==> src/rtl/pass_lock_ctrl.sv <==
// Password-comparison sequencer: accepts one code per handshake, checks it against PASSWORD,
// counts consecutive failures and times the unlock window and the lockout penalty.
module pass_lock_ctrl #(
  parameter int unsigned         PASS_W         = 4,
  parameter logic [PASS_W-1:0]   PASSWORD       = 4'b1010,
  parameter int unsigned         MAX_TRIES      = 3,
  parameter int unsigned         UNLOCK_CYCLES  = 8,
  parameter int unsigned         LOCKOUT_CYCLES = 16
) (
  input  logic              clk,
  input  logic              rst,
  input  logic [PASS_W-1:0] code_in,
  input  logic              code_valid,
  input  logic              relock,
  output logic              ready,
  output logic              unlocked,
  output logic              locked_out,
  output logic              grant,
  output logic              deny,
  output logic [3:0]        fail_cnt
);

  localparam int unsigned MaxCycles =
      (UNLOCK_CYCLES > LOCKOUT_CYCLES) ? UNLOCK_CYCLES : LOCKOUT_CYCLES;
  localparam int unsigned TimerW = (MaxCycles > 1) ? $clog2(MaxCycles) : 1;

  typedef enum logic [1:0] {StIdle, StCheck, StOpen, StLockout} state_e;

  state_e              state_q, state_d;
  logic [TimerW-1:0]   timer_q, timer_d;
  logic [PASS_W-1:0]   code_q, code_d;
  logic [3:0]          fail_d, fail_inc;
  logic                ready_d, unlocked_d, locked_out_d, grant_d, deny_d;

  always_comb begin
    state_d  = state_q;
    timer_d  = timer_q;
    code_d   = code_q;
    fail_d   = fail_cnt;
    grant_d  = 1'b0;
    deny_d   = 1'b0;
    fail_inc = fail_cnt + 4'd1;

    unique case (state_q)
      StIdle: begin
        if (code_valid) begin
          code_d  = code_in;
          state_d = StCheck;
        end
      end
      StCheck: begin
        if (code_q == PASSWORD) begin
          state_d = StOpen;
          grant_d = 1'b1;
          fail_d  = 4'd0;
          timer_d = TimerW'(UNLOCK_CYCLES - 1);
        end else begin
          deny_d = 1'b1;
          fail_d = fail_inc;
          if (fail_inc == 4'(MAX_TRIES)) begin
            state_d = StLockout;
            timer_d = TimerW'(LOCKOUT_CYCLES - 1);
          end else begin
            state_d = StIdle;
          end
        end
      end
      StOpen: begin
        // Relock and expiry share one exit path, so coincidence needs no special case.
        if (relock || (timer_q == '0)) begin
          state_d = StIdle;
          timer_d = '0;
        end else begin
          timer_d = timer_q - TimerW'(1);
        end
      end
      StLockout: begin
        if (timer_q == '0) begin
          state_d = StIdle;
          fail_d  = 4'd0;
        end else begin
          timer_d = timer_q - TimerW'(1);
        end
      end
      default: state_d = StIdle;
    endcase

    // Level outputs follow the next state so they flip on the same edge as the state.
    ready_d      = (state_d == StIdle);
    unlocked_d   = (state_d == StOpen);
    locked_out_d = (state_d == StLockout);
  end

  always_ff @(posedge clk or posedge rst) begin
    if (rst) begin
      state_q    <= StIdle;
      timer_q    <= '0;
      code_q     <= '0;
      fail_cnt   <= 4'd0;
      ready      <= 1'b1;
      unlocked   <= 1'b0;
      locked_out <= 1'b0;
      grant      <= 1'b0;
      deny       <= 1'b0;
    end else begin
      state_q    <= state_d;
      timer_q    <= timer_d;
      code_q     <= code_d;
      fail_cnt   <= fail_d;
      ready      <= ready_d;
      unlocked   <= unlocked_d;
      locked_out <= locked_out_d;
      grant      <= grant_d;
      deny       <= deny_d;
    end
  end

endmodule

==> config.mk <==
export PLATFORM = sky130hd
export DESIGN_NAME = pass_lock_ctrl
export DESIGN_NICKNAME = d
export VERILOG_FILES = /design/src/rtl/pass_lock_ctrl.sv
export SDC_FILE = /design/constraint.sdc
export NUM_CORES = 1
export LEC_CHECK = 0
export ABC_CLOCK_PERIOD_IN_PS = 1600
export CORE_ASPECT_RATIO = 1.2
export CORE_UTILIZATION = 40
export CTS_BUF_LIST = sky130_fd_sc_hd__clkbuf_8
export CTS_CLUSTER_SIZE = 30
export DETAILED_ROUTE_END_ITERATION = 8
export GPL_ROUTABILITY_DRIVEN = 0
export GPL_TIMING_DRIVEN = 0
export PLACE_DENSITY_LB_ADDON = 0.3
export RECOVER_POWER = 100
export SYNTH_ARGS = -nofsm -noshare
export SYNTH_HDL_FRONTEND = slang
export SYNTH_SLANG_ARGS = --single-unit
==> constraint.sdc <==
create_clock -name clk -period 1.6 [get_ports clk]
set_input_delay 0.16 -clock clk [delete_from_list [all_inputs] [get_ports clk]]
set_output_delay 0.16 -clock clk [all_outputs]
set_load 0.02 [all_outputs]
* After elaboration in Yosys (flattened, before gate mapping) *
Cells that the tools add are included.

cells by class
  equal/unequal tests = 10
  add/subtract/negate cells = 2
  reductions and logical operators = 9
  mux-type cells = 18

operators with widths
  cell                                                                   count
  4-bit two-way mux                                                      6
  4-bit one-hot mux with 3 select lines                                  1
  2-bit two-way mux                                                      5
  2-bit equality test, second input constant                             4
  2-bit one-hot mux with 4 select lines                                  1
  4-bit one-hot mux with 2 select lines                                  1
  4-bit by 1-bit adder with 4-bit output, second input constant          1
  4-bit by 2-bit equality test with 1-bit output, second input constant  1
  4-bit equality test, second input constant                             1
  2-bit logical NOT                                                      2
  4-bit logical NOT                                                      1
  1-bit two-way mux                                                      4
  2-bit != test, second input constant                                   2
  2-bit AND reduction                                                    2
  4-bit by 1-bit subtractor with 4-bit output, second input constant     1
  3-bit != test, second input constant                                   1
  3-bit AND reduction                                                    1
  3-bit nonzero test                                                     1
  2-bit by 1-bit equality test with 1-bit output, second input constant  1
  2-bit nonzero test                                                     1
  1-bit logical OR                                                       1

storage, ports and cells
  flip-flop bits (word level) = 19
  input bits = 8
  output and inout port bits = 9

* Depth between registers and ports, before layout *
Gate-level depths: netlist of run 1.

  word-level depth = 6
  gate-level depth with buffers = 6
  gate-level depth less buffers = 6

* Least setup slack after synthesis of run 1 *
OpenSTA, ideal clock, no wires.

  kind = reg-to-reg
  from = register fail_cnt[0]
  to = register ready
  data arrival time = 1.471 ns
  path slack = 0.049 ns
  stages on the path, launching flop included = 6
  setup time = 0.080 ns
  cells stage by stage = dfrtp_1 > ha_1 > or2_2 > o21ai_1 > a21oi_1 > o2111a_1

on the way
  word-level cells in the longest chain between the ends = 6

RTL lines
  what                                            line  text
  start, declared                                 20    output logic [3:0] fail_cnt
  start signal, assigned                          109   fail_cnt <= fail_d;
  4-bit by 1-bit adder with 4-bit output          42    fail_inc = fail_cnt + 4'd1;
  4-bit by 2-bit equality test with 1-bit output  60    if (fail_inc == 4'(MAX_TRIES)) begin
  2-bit two-way mux                               60
  2-bit two-way mux                               52    if (code_q == PASSWORD) begin
  2-bit one-hot mux with 4 select lines           44    unique case (state_q)
  2-bit logical NOT                               89    ready_d = (state_d == StIdle);
  net ready_d                                     33    logic ready_d, unlocked_d, locked_out_d, grant_d, deny_d;
  end signal, assigned                            110   ready <= ready_d;
  end, declared                                   15    output logic ready,

The timed path passes the listed nets, and every way through them passes these cells.
A chain may end at the register's enable or synchronous reset.

* Final worst setup path of run 1 *
  from = register timer_q[1]
  to = register ready

on the way
  word-level cells in the longest chain between the ends = 5
  elaborated cells on any way between the ends = 6
  those cells by class = mux: 3; reduce/logical: 3

RTL lines
  what                                     line    text
  start, declared                          30      logic [TimerW-1:0] timer_q, timer_d;
  start signal, assigned                   107     timer_q <= timer_d;
  4-bit logical NOT *                      70, 78
  1-bit logical OR                         70      if (relock || (timer_q == '0)) begin
  2-bit two-way mux                        70
  2-bit one-hot mux with 4 select lines *  44
  2-bit logical NOT *                      89
  net ready_d                              33

The timed path passes the listed nets; every way through them passes the cells marked *.

==> results.yml, run 1 <==
logic_synthesis:
  synth_adder_area_share_pct: 5.236
  yosys-mux-area-fraction_pct: 5.759
  ys_ff_latch: 19
  synthSimpleGateAreaFrac_pct: 16.36
  synth_top_cell_area_share_pct: 47.12
  postSynthAreaPerCell_um2: 10.62
  synth_top_family_by_area: "compound AO/OA/AOI/OAI gates"
  mappedNetlistNets: 102
  netlist_instances: 90
  yosys.area.top_type: "sky130_fd_sc_hd__dfrtp_1"
  synthXorXnorAreaFrac_pct: 0.9162
  post_synth_instance_area_um2: 955.9
  synth.distinct_cells: 35
  yosysWarnings: 0
  post_synth_main_area_contributors: "sky130_fd_sc_hd__dfrtp_1 47%, sky130_fd_sc_hd__ha_1 5.2%, sky130_fd_sc_hd__o21ai_0 4.7%, sky130_fd_sc_hd__mux2_1 4.7%, sky130_fd_sc_hd__nand2_1 3.1%"
  part_of_the_yosys_area_used_for_sequential_elements_pct: 49.87
  synth-compound-area-share_pct: 17.54
cts:
  cts_max_level: 1
  cts_root_buf: "sky130_fd_sc_hd__clkbuf_8"
  cts.clk_slew.worst_paths_ps: 70
  number_of_clock_buffers_inserted_by_tritoncts: 3
  cts_tree: "built"
  numClockSinks: 19
  clk-insertion-delay-late_ps: 260
  cts.path.max_buffers: 2
  cts_hold_buf: 0
global_route:
  maximum_number_of_pins_on_one_net_before_global_route_repair: 20
  remaining_global_route_overflow: 0
  track_usage_pct: 15.55
  grt_pass1_vias: 699
  grt_pass1_wl_um: 2904
  antenna_found_initial: 0
route:
  drt_pass1_iterations: 4
  wl_per_cell_um: 12.35
  drtAntennaViolNets: 0
  routed-via-count: 761
  drt_iter0_drc: 12
  routed_via_density: 5.322
  wirelength_um: 1766
  drcViolationCount: 0
finish:
  nNetsFinal: 125
  finalCoreUtilization_pct: 54.77
  post-route-cell-area_um2: 1250
  multiInputGateArea_um2: 470.5
  fill_cells: 222
  antenna-diode-count: 0
  syn_to_final_growth_pct: 30.76
  drive_gt1_share_pct: 19.64
  mostFrequentLayoutCell: "sky130_fd_sc_hd__dfrtp_1"
  seqCellArea_um2: 478.0
  mostFrequentLayoutCells: "17 x sky130_fd_sc_hd__dfrtp_1, 9 x sky130_fd_sc_hd__o21ai_0, 9 x sky130_fd_sc_hd__clkdlybuf4s50_1"
pwr:
  swShare_pct: 40.40
  power_switching_uw: 975.5
  ir_worst_vdd_uv: 916.0
  fin_total_pwr_mw: 2.415
  static-leakage-power_nw: 0.5571
  combPwrFrac_pct: 48.9
  p_int_mw: 1.439
  fraction_of_power_consumed_by_the_clock_network_pct: 13.8
  power.sequential.fraction_pct: 37.3
  power.density_cell_area_nw_per_um2: 1932
sta:
  fin_skew_ps: 7.723
  max_slew_margin_pct: 52.66
  report.final.hold_viol_count: 0
  setup_viol_count_final: 0
  grt_setup_unrepaired: "false"
  drv_slew: 0
  fmaxAchievable_mhz: 647.1
  layout_worst_path_cycle_share_pct: 96.58
  worstMarginPinSlew_ps: 709.3
  period_minus_slack_ps: 1545
worst_setup_path:
  setup.worst_path.start: "timer_q[1]$_DFFE_PP0P_"
  setup.worst_path.end_class: "register"
  crit_path_launch_type: "register"
  worst_path_largest_cell_delay_ps: 420
  cp_data_arrival_time_ps: 1740
  cp.required_ps: 1800
  cp_slowest_cell: "sky130_fd_sc_hd__or3b_4"
  worst_r2r_startpoint: "timer_q[1]$_DFFE_PP0P_"
  rrSetupSlack_ps: 50
  criticalPathCategory: "reg2reg"
  worstPathMaxFanout: 4
  worst_r2r_path_depth: 5
  r2r-end: "ready$_DFF_PP1_"
  worstPathCellList: "inv_1 -> ha_2 -> or3b_4 -> a31oi_4 -> o2111a_1"
  worstSetupEndpoint: "ready$_DFF_PP1_"
floorplanning:
  core-area_um2: 2282
  die-height_um: 55.55
  width_of_the_die_um: 46.63
  effective_utilization_at_floorplan_pct: 41.89
  dieArea_um2: 2590
  floorplan.io_pins: 17
  placement_rows: 19
place:
  portBuffers: 16
  dpl-instance-area_um2: 1155
  dp_hpwl_um: 1332
status:
  status: "finished clean"
flow_run:
  count_of_max_cap_constraint_violations: 0
worst_hold_path:
  holdCritPathClass: "in2async"
layer usage:
metal	vias up	share of wire, %	GRT usage (%)
met5	-	0	0
li1	365	-	-
met3	5	4.5	3.268
met4	0	2.0	7.347
met2	18	48	25.20
met1	373	45	18.80
sequential cells by signal, indices dropped and copies added, names as in the netlist:
| name | count |
|---|---|
| code_q | 4 |
| fail_cnt | 4 |
| timer_q | 4 |
| state_q | 2 |
| deny | 1 |
| grant | 1 |
| locked_out | 1 |
| ready | 1 |
| unlocked | 1 |
power groups by stage:
stage	logic, mW	registers [mW]	clock network (mW)
after floorplan	0.686	0.962	0
after global placement	1.09	0.890	0
after detailed placement	1.11	0.902	0
after CTS	1.14	0.907	0.336
after global routing	1.31	0.932	0.356
final	1.18	0.901	0.333
timing repair:
item | CTS | global route
buffers inserted | 0 | 2
pin swaps | 0 | 1
endpoints found under the setup margin | 5 | 6
gates cloned | 0 | 0
resized for setup | 4 | 6
final cells by class:
cell class	count	share of cell area, %
sequential	19	38.24
multi-input combinational	62	37.64
timing repair buffer	18	14.01
clock buffer	3	3.303
tap	31	3.103
inverter	8	2.402
buffer	1	0.9009
clock inverter	1	0.4004
how the worst min path moves through the flow:
| stage | start | slack [ps] | depth (start not counted) | to |
|---|---|---|---|---|
| finish | rst | 450 | 2 | grant$_DFF_PP0_ |
| CTS | rst | 340 | 2 | deny$_DFF_PP0_ |
| detailed placement | code_q[1]$_DFFE_PP0P_ | 480 | 1 | code_q[1]$_DFFE_PP0P_ |
| floorplan | rst | 110 | 1 | code_q[0]$_DFFE_PP0P_ |
| global placement | code_q[2]$_DFFE_PP0P_ | 460 | 1 | code_q[2]$_DFFE_PP0P_ |
| global route | code_q[2]$_DFFE_PP0P_ | 510 | 1 | code_q[2]$_DFFE_PP0P_ |
stage by stage:
step | setup TNS, ps | cells | hold WS (ps) | worst slack (ps)
after floorplan | 0 | 90 | 110.4 | 48.89
after global placement | 0 | 137 | 462.5 | 15.75
after detailed placement | -45.38 | 137 | 479.9 | -22.22
after CTS | 0 | 141 | 339.1 | 2.617
after global routing | 0 | 143 | 507.8 | 6.898
final | 0 | 143 | 447.5 | 54.66
critical path, delay by kind of cell, from the launching register on:
kind | cells | cell delay, ps
AOI/OAI and AO/OA | 2 | 400
buffers and inverters | 1 | 80
DFF | 1 | 400
adders and majority gates | 1 | 190
and+or+nand+nor | 1 | 420
cell families after synthesis:
kind of cell | Yosys count
buf+inv | 9
simple gates | 27
compound gates | 25
mux | 5
xor+xnor | 1
fa+ha+maj | 4
flops | 19
synth_stat cells:
library cell                count
sky130_fd_sc_hd__a21boi_1       1
sky130_fd_sc_hd__a21o_1         1
sky130_fd_sc_hd__a21oi_1        2
sky130_fd_sc_hd__a31oi_2        1
sky130_fd_sc_hd__a32oi_1        1
sky130_fd_sc_hd__and2_1         1
sky130_fd_sc_hd__and2b_1        2
sky130_fd_sc_hd__and3_4         1
sky130_fd_sc_hd__buf_6          1
sky130_fd_sc_hd__dfrtp_1       18
sky130_fd_sc_hd__dfstp_2        1
sky130_fd_sc_hd__ha_1           4
sky130_fd_sc_hd__inv_1          6
sky130_fd_sc_hd__inv_2          2
sky130_fd_sc_hd__mux2_1         4
sky130_fd_sc_hd__mux2i_1        1
sky130_fd_sc_hd__nand2_1        8
sky130_fd_sc_hd__nand3_1        4
sky130_fd_sc_hd__nand4bb_1      1
sky130_fd_sc_hd__nor2_1         2
sky130_fd_sc_hd__nor2b_1        1
sky130_fd_sc_hd__nor3_1         2
sky130_fd_sc_hd__nor3b_1        2
sky130_fd_sc_hd__o2111a_1       1
sky130_fd_sc_hd__o211ai_1       1
sky130_fd_sc_hd__o21ai_0        9
sky130_fd_sc_hd__o21ai_1        3
sky130_fd_sc_hd__o21bai_1       1
sky130_fd_sc_hd__o221ai_1       2
sky130_fd_sc_hd__o31a_1         1
sky130_fd_sc_hd__o32ai_1        1
sky130_fd_sc_hd__or2_2          1
sky130_fd_sc_hd__or3_1          1
sky130_fd_sc_hd__or3b_4         1
sky130_fd_sc_hd__xor2_1         1
Power figures use the tool's default switching activity.
==> inputs of run 2 (changes only) <==
--- a/config.mk
+++ b/config.mk
@@ -15,6 +15,7 @@
 export GPL_TIMING_DRIVEN = 0
 export PLACE_DENSITY_LB_ADDON = 0.3
 export RECOVER_POWER = 100
+export SLEW_MARGIN = 20
 export SYNTH_ARGS = -nofsm -noshare
 export SYNTH_HDL_FRONTEND = slang
 export SYNTH_SLANG_ARGS = --single-unit
==> results of run 2 <==
The final DEF is identical to that of run 1; final timing and power are the same.
